**config.mk**
```make
export PLATFORM = sky130hd
export DESIGN_NAME = pipe_stage_skid
export DESIGN_NICKNAME = d
export VERILOG_FILES = /design/src/rtl/pipe_pkg.sv /design/src/rtl/sat_counter.sv /design/src/rtl/pipe_stage_skid.sv
export SDC_FILE = /design/constraint.sdc
export NUM_CORES = 1
export LEC_CHECK = 0
export BUFFER_PORTS_ARGS = -buffer_cell sky130_fd_sc_hd__buf_2
export CORE_MARGIN = 10
export CORE_UTILIZATION = 30
export DETAILED_ROUTE_END_ITERATION = 8
export PLACE_DENSITY_LB_ADDON = 0.25
export SLEW_MARGIN = 20
export SYNTH_ARGS = -nofsm -noshare
export SYNTH_HDL_FRONTEND = slang
export SYNTH_SLANG_ARGS = --single-unit
```
**constraint.sdc**
```tcl
create_clock -name clk -period 2.9 [get_ports clk]
set_input_delay 0.435 -clock clk [delete_from_list [all_inputs] [get_ports clk]]
set_output_delay 0.435 -clock clk [all_outputs]
set_load 0.01 [all_outputs]
```
**src/rtl/pipe_pkg.sv**
```systemverilog
// Shared types for pipeline-stage handshaking blocks.
package pipe_pkg;

    typedef enum logic [1:0] {
        ST_EMPTY = 2'd0,
        ST_FULL  = 2'd1,
        ST_SKID  = 2'd2
    } skid_state_t;

    function automatic logic [1:0] occupancy(input skid_state_t s);
        logic [1:0] occ;
        case (s)
            ST_FULL: occ = 2'd1;
            ST_SKID: occ = 2'd2;
            default: occ = 2'd0;
        endcase
        return occ;
    endfunction

endpackage

```
**src/rtl/sat_counter.sv**
```systemverilog
// Saturating event counter with synchronous active-low reset; reusable for perf counters.
module sat_counter #(
    parameter int unsigned WIDTH = 16
) (
    input  logic             clk,
    input  logic             rst_n,
    input  logic             i_inc,
    output logic [WIDTH-1:0] o_count
);

    logic [WIDTH-1:0] count_q, count_d;

    always_comb begin
        count_d = count_q;
        if (i_inc && (count_q != {WIDTH{1'b1}})) begin
            count_d = count_q + WIDTH'(1);
        end
    end

    always_ff @(posedge clk) begin
        if (!rst_n) begin
            count_q <= '0;
        end else begin
            count_q <= count_d;
        end
    end

    assign o_count = count_q;

endmodule

```
**src/rtl/pipe_stage_skid.sv**
```systemverilog
// Valid/ready pipeline stage with flush, optional two-entry skid buffer
// (registered upstream ready) and a saturating stall counter.
module pipe_stage_skid
    import pipe_pkg::*;
#(
    parameter int unsigned DATA_WIDTH = 32,
    parameter int unsigned NUM_REG    = 1,
    parameter int unsigned SKID_EN    = 1,
    parameter int unsigned CNT_WIDTH  = 16
) (
    input  logic                          clk,
    input  logic                          rst_n,
    input  logic                          i_flush,
    input  logic                          i_valid,
    output logic                          o_ready,
    input  logic [NUM_REG*DATA_WIDTH-1:0] i_data,
    output logic                          o_valid,
    input  logic                          i_ready,
    output logic [NUM_REG*DATA_WIDTH-1:0] o_data,
    output logic [1:0]                    o_occupancy,
    output logic [CNT_WIDTH-1:0]          o_stall_count
);

    localparam int unsigned PW = NUM_REG * DATA_WIDTH;

    skid_state_t     state_q, state_d;
    logic [PW-1:0]   main_q, main_d;
    logic [PW-1:0]   skid_q;
    logic            in_fire;
    logic            out_fire;

    assign o_valid     = (state_q != ST_EMPTY);
    assign o_occupancy = occupancy(state_q);
    assign o_data      = main_q;
    assign in_fire     = i_valid & o_ready;
    assign out_fire    = o_valid & i_ready;

    generate
        if (SKID_EN != 0) begin : g_skid
            logic          skid_load;
            logic [PW-1:0] skid_d;

            // Ready depends only on registered state, so no comb path from i_ready.
            assign o_ready   = rst_n & (state_q != ST_SKID);
            assign skid_load = !i_flush && (state_q == ST_FULL) && in_fire && !out_fire;
            assign skid_d    = skid_load ? i_data : skid_q;

            always_ff @(posedge clk) begin
                if (!rst_n) begin
                    skid_q <= '0;
                end else begin
                    skid_q <= skid_d;
                end
            end
        end else begin : g_noskid
            assign o_ready = i_ready | (rst_n & ~o_valid);
            assign skid_q  = '0;
        end
    endgenerate

    // Next-state and main-register load; flush overrides every transition.
    always_comb begin
        state_d = state_q;
        main_d  = main_q;
        if (i_flush) begin
            state_d = ST_EMPTY;
        end else begin
            case (state_q)
                ST_EMPTY: begin
                    if (in_fire) begin
                        state_d = ST_FULL;
                        main_d  = i_data;
                    end
                end
                ST_FULL: begin
                    if (in_fire && out_fire) begin
                        main_d = i_data;
                    end else if (in_fire) begin
                        state_d = (SKID_EN != 0) ? ST_SKID : ST_FULL;
                    end else if (out_fire) begin
                        state_d = ST_EMPTY;
                    end
                end
                ST_SKID: begin
                    if (out_fire) begin
                        state_d = ST_FULL;
                        main_d  = skid_q;
                    end
                end
                default: state_d = ST_EMPTY;
            endcase
        end
    end

    always_ff @(posedge clk) begin
        if (!rst_n) begin
            state_q <= ST_EMPTY;
            main_q  <= '0;
        end else begin
            state_q <= state_d;
            main_q  <= main_d;
        end
    end

    sat_counter #(
        .WIDTH(CNT_WIDTH)
    ) u_stall_cnt (
        .clk    (clk),
        .rst_n  (rst_n),
        .i_inc  (o_valid & ~i_ready),
        .o_count(o_stall_count)
    );

endmodule

```
==> results_tabular.tex <==
\begin{tabular}{lr}
\hline
Metric & Value \\
\hline
\multicolumn{2}{l}{\textbf{Timing}} \\
Setup TNS & 0 ns \\
Final WS setup & 0.639 ns \\
Worst slew slack as a fraction of its limit & 39.2\% \\
Worst-case clock skew & 0.00633 ns \\
Setup repair after global routing missed its margin & false \\
Final setup violation count & 0 \\
Tightest hold margin & 0.334 ns \\
Number of max-slew violations in the final report & 0 \\
Shortest clock period the worst path allows after layout & 2.26 ns \\
Total count of hold-check failures in the final report & 0 \\
Maximum frequency from static timing analysis & 442 MHz \\
Fin crit share & 78.0\% \\
Transition time at the pin with the least slew margin & 0.904 ns \\
\multicolumn{2}{l}{\textbf{Clock tree}} \\
H-tree levels & 3 \\
Clock tree from TritonCTS & yes \\
Cts bufs inserted & 9 \\
Clock insertion delay at the later pin of the skew report & 0.34 ns \\
Post CTS Setup Buffer Count & 0 \\
Post-cts gate resize count & 0 \\
Number of buffers on the longest clock path & 2 \\
Clock-pin slew reported for the worst setup and hold paths after clock tree synthesis & 0.06 ns \\
CTS Hold Buffers Added & 0 \\
Root Driver & sky130\_fd\_sc\_hd\_\_clkbuf\_16 \\
TritonCTS Sinks & 82 \\
\multicolumn{2}{l}{\textbf{Power and ir drop}} \\
Relative contribution of the clock network to total power & 45.6\% \\
Logic gate share of total power & 8.3\% \\
Flop pwr share & 46.2\% \\
Switching share of power & 22.4\% \\
Leakage power & 1.83 nW \\
Power density cells & 537 mW/mm² \\
Internal power of the cells & 1.97 mW \\
Switching power summed over all nets & 0.567 mW \\
Peak VDD IR & 0.000340 V \\
Total power & 2.53 mW \\
\multicolumn{2}{l}{\textbf{Routing}} \\
Number of detailed-routing iterations run before antenna repair & 4 \\
Wirelength, routed & 9.74 mm \\
Number of DRC markers in iteration 0 & 156 \\
Via count of the routed design & 3266 \\
Final routed wire length divided by cell count & 14.1 µm \\
Drc violations & 0 \\
Number of vias per cell & 4.74 \\
Post-route ant nets & 0 \\
\multicolumn{2}{l}{\textbf{Floorplan}} \\
Die area & 0.0178 mm² \\
Top-level I/O count & 89 \\
Effective utilization at floorplan & 30.6\% \\
Core box area & 0.0126 mm² \\
Placement row count & 41 \\
Die Wd & 134 µm \\
Die Span Y & 134 µm \\
\multicolumn{2}{l}{\textbf{Place}} \\
Placed inst area & 0.00442 mm² \\
Weighted congestion reported at the end of routability-driven placement & 0.759 \\
Final HPWL from detailed placement & 6.69 mm \\
Cell total after placement & 673 \\
Worst slack at placement & 0.871 ns \\
IO Port Bufs & 88 \\
\multicolumn{2}{l}{\textbf{Logic synthesis}} \\
Share of the synthesized area in the top cell type & 42.5\% \\
Synth Net Count & 478 \\
Synthesized flop and latch total & 82 \\
Largest area contributor in the netlist & sky130\_fd\_sc\_hd\_\_dfxtp\_1 \\
YS warnings & 0 \\
Syn\_area\_per\_cell & 8.79 µm² \\
Post-synth design cell area & 0.00387 mm² \\
Part of the Yosys area used for sequential elements & 42.5\% \\
Cell types with the largest area share after synthesis & sky130\_fd\_sc\_hd\_\_dfxtp\_1, sky130\_fd\_sc\_hd\_\_nand2\_1, sky130\_fd\_sc\_hd\_\_mux2i\_1 \\
Count of unique library cells instantiated by Yosys & 40 \\
Cells after synthesis & 440 \\
\multicolumn{2}{l}{\textbf{Worst hold path}} \\
Hold-critical path depth & 3 \\
Class of the most critical hold timing path & in2reg \\
\multicolumn{2}{l}{\textbf{Setup path}} \\
CP arrival & 1.83 ns \\
Required arrival time at the worst endpoint & 2.47 ns \\
Worst reg-to-reg path cell count & 4 \\
Largest fanout on the critical path & 25 \\
Setup Crit Path Kind & reg2out \\
Setup slack on the worst flop-to-flop path & 0.92 ns \\
CP Capture Type & primary output \\
Worst setup SP type & flip-flop \\
\multicolumn{2}{l}{\textbf{Cells and area}} \\
Final core utilization & 37.4\% \\
Signed area change from the synthesized netlist to the final layout & 22.0\% \\
Number of standard cells in the final layout excluding fillers & 689 \\
Number of antenna diodes & 0 \\
Post-route cell area & 0.00472 mm² \\
Share of post-route cells with drive strength above 1 & 23.0\% \\
NumNets Final & 550 \\
\multicolumn{2}{l}{\textbf{Global routing}} \\
Maximum number of pins on one net before global-route repair & 70 \\
Overall Global Routing Usage & 11.1\% \\
Antenna violations before repair & 0 \\
Sum of overflow across all layers after global routing & 0 \\
Via count of the first global-routing pass & 3144 \\
Wire length of the first global-routing pass & 16.0 mm \\
\multicolumn{2}{l}{\textbf{Job}} \\
Number of max-cap violations & 0 \\
\multicolumn{2}{l}{\textbf{Run status}} \\
Run status & completed \\
\hline
\end{tabular}
## synthesized netlist by cell type, drive strengths merged
master  number
nor3         1
o311a        1
nor4         6
clkbuf      15
or4b         1
or2          2
ha           1
nor3b        3
or3          3
nor4b        4
nand4        4
and2         1
o211ai      33
a21o         1
mux2i       40
or4          3
nand2b      42
a21boi      38
nand2      111
nand3        5
o21ba        1
nor2b        1
and3b        1
and4         1
o22ai        1
o31ai        4
inv          2
o21ai        5
buf         21
nor2         3
dfxtp       82
a21oi        3
## power by group through the flow
| stage | Combinational, mW | Clock [mW] | Sequential [mW] |
|---|---|---|---|
| 2_1_floorplan | 0.124 | 0 | 1.20 |
| 3_3_place_gp | 0.211 | 0 | 1.19 |
| 3_5_place_dp | 0.214 | 0 | 1.19 |
| 4_1_cts | 0.215 | 1.20 | 1.17 |
| 5_1_grt | 0.234 | 1.26 | 1.17 |
| 6_report | 0.210 | 1.15 | 1.17 |
## registers in the layout (all words and copies together) (netlist names)
name	cells
o_data	32
state_q	2
u_stall_cnt.o_count	16
skid_q	32
## placed cells by master (no fill, tap or decap), types with 2 or more instances in the layout
cell | netlist | final
sky130_fd_sc_hd__a21boi_0 | 4 | 4
sky130_fd_sc_hd__a21boi_1 | 34 | 34
sky130_fd_sc_hd__a21oi_1 | 3 | 3
sky130_fd_sc_hd__buf_2 | 13 | 87
sky130_fd_sc_hd__buf_4 | 3 | 9
sky130_fd_sc_hd__clkbuf_1 | 15 | 3
sky130_fd_sc_hd__clkbuf_16 | 0 | 9
sky130_fd_sc_hd__clkbuf_8 | 0 | 2
sky130_fd_sc_hd__dfxtp_1 | 82 | 82
sky130_fd_sc_hd__mux2i_1 | 40 | 40
sky130_fd_sc_hd__nand2_1 | 111 | 111
sky130_fd_sc_hd__nand2b_1 | 42 | 41
sky130_fd_sc_hd__nand3_1 | 5 | 5
sky130_fd_sc_hd__nand4_1 | 3 | 3
sky130_fd_sc_hd__nor2_1 | 3 | 3
sky130_fd_sc_hd__nor3b_1 | 3 | 3
sky130_fd_sc_hd__nor4_1 | 5 | 5
sky130_fd_sc_hd__nor4b_1 | 3 | 3
sky130_fd_sc_hd__o211ai_1 | 33 | 33
sky130_fd_sc_hd__o21ai_0 | 5 | 5
sky130_fd_sc_hd__o31ai_1 | 4 | 4
sky130_fd_sc_hd__or3_1 | 3 | 3
sky130_fd_sc_hd__or4_1 | 3 | 3
## layout make-up
type / instances / area, µm²
clock inverter: 2 / 35.0
inverter: 2 / 7.51
clock buffer: 14 / 264
timing repair buffer: 97 / 523
fill: 1340 / 7900
multi-input combinational: 320 / 2030
tap: 172 / 215
sequential: 82 / 1640
## routing by layer
| layer | vias to the layer above | global-route usage [%] | wire (µm) |
|---|---|---|---|
| met3 | 12 | 5.49 | 649 |
| met2 | 78 | 17.0 | 4360 |
| met4 | 0 | 3.08 | 112 |
| met1 | 1515 | 13.5 | 4620 |
| li1 | 1661 | - | - |
| met5 | - | 0 | 0 |
## path summary, 6_finish.rpt
path / startpoint / end
min: i_data[24] / skid_q[24]
min reg2reg: skid_q[22] / skid_q[22]
max reg2reg: u_stall_cnt.o_count[4] / u_stall_cnt.o_count[5]
max: state_q[1] / o_occupancy[1]
## critical path, cell delays in order (launching register included)
cell and delay [ns]:
sky130_fd_sc_hd__dfxtp_1 0.57, sky130_fd_sc_hd__nand2b_2 0.37, sky130_fd_sc_hd__buf_4 0.34, sky130_fd_sc_hd__inv_2 0.08
sky130_fd_sc_hd__buf_2 0.12
## kinds of logic after synthesis
group | Yosys count | synth area share (%)
AOI/OAI and AO/OA | 87 | 16.6
adders and majority gates | 1 | 0.324
buffers and inverters | 38 | 5.37
DFF | 82 | 42.5
muxes | 40 | 10.4
and+or+nand+nor | 192 | 24.9
Note: power is estimated with default switching activity, not from simulation.
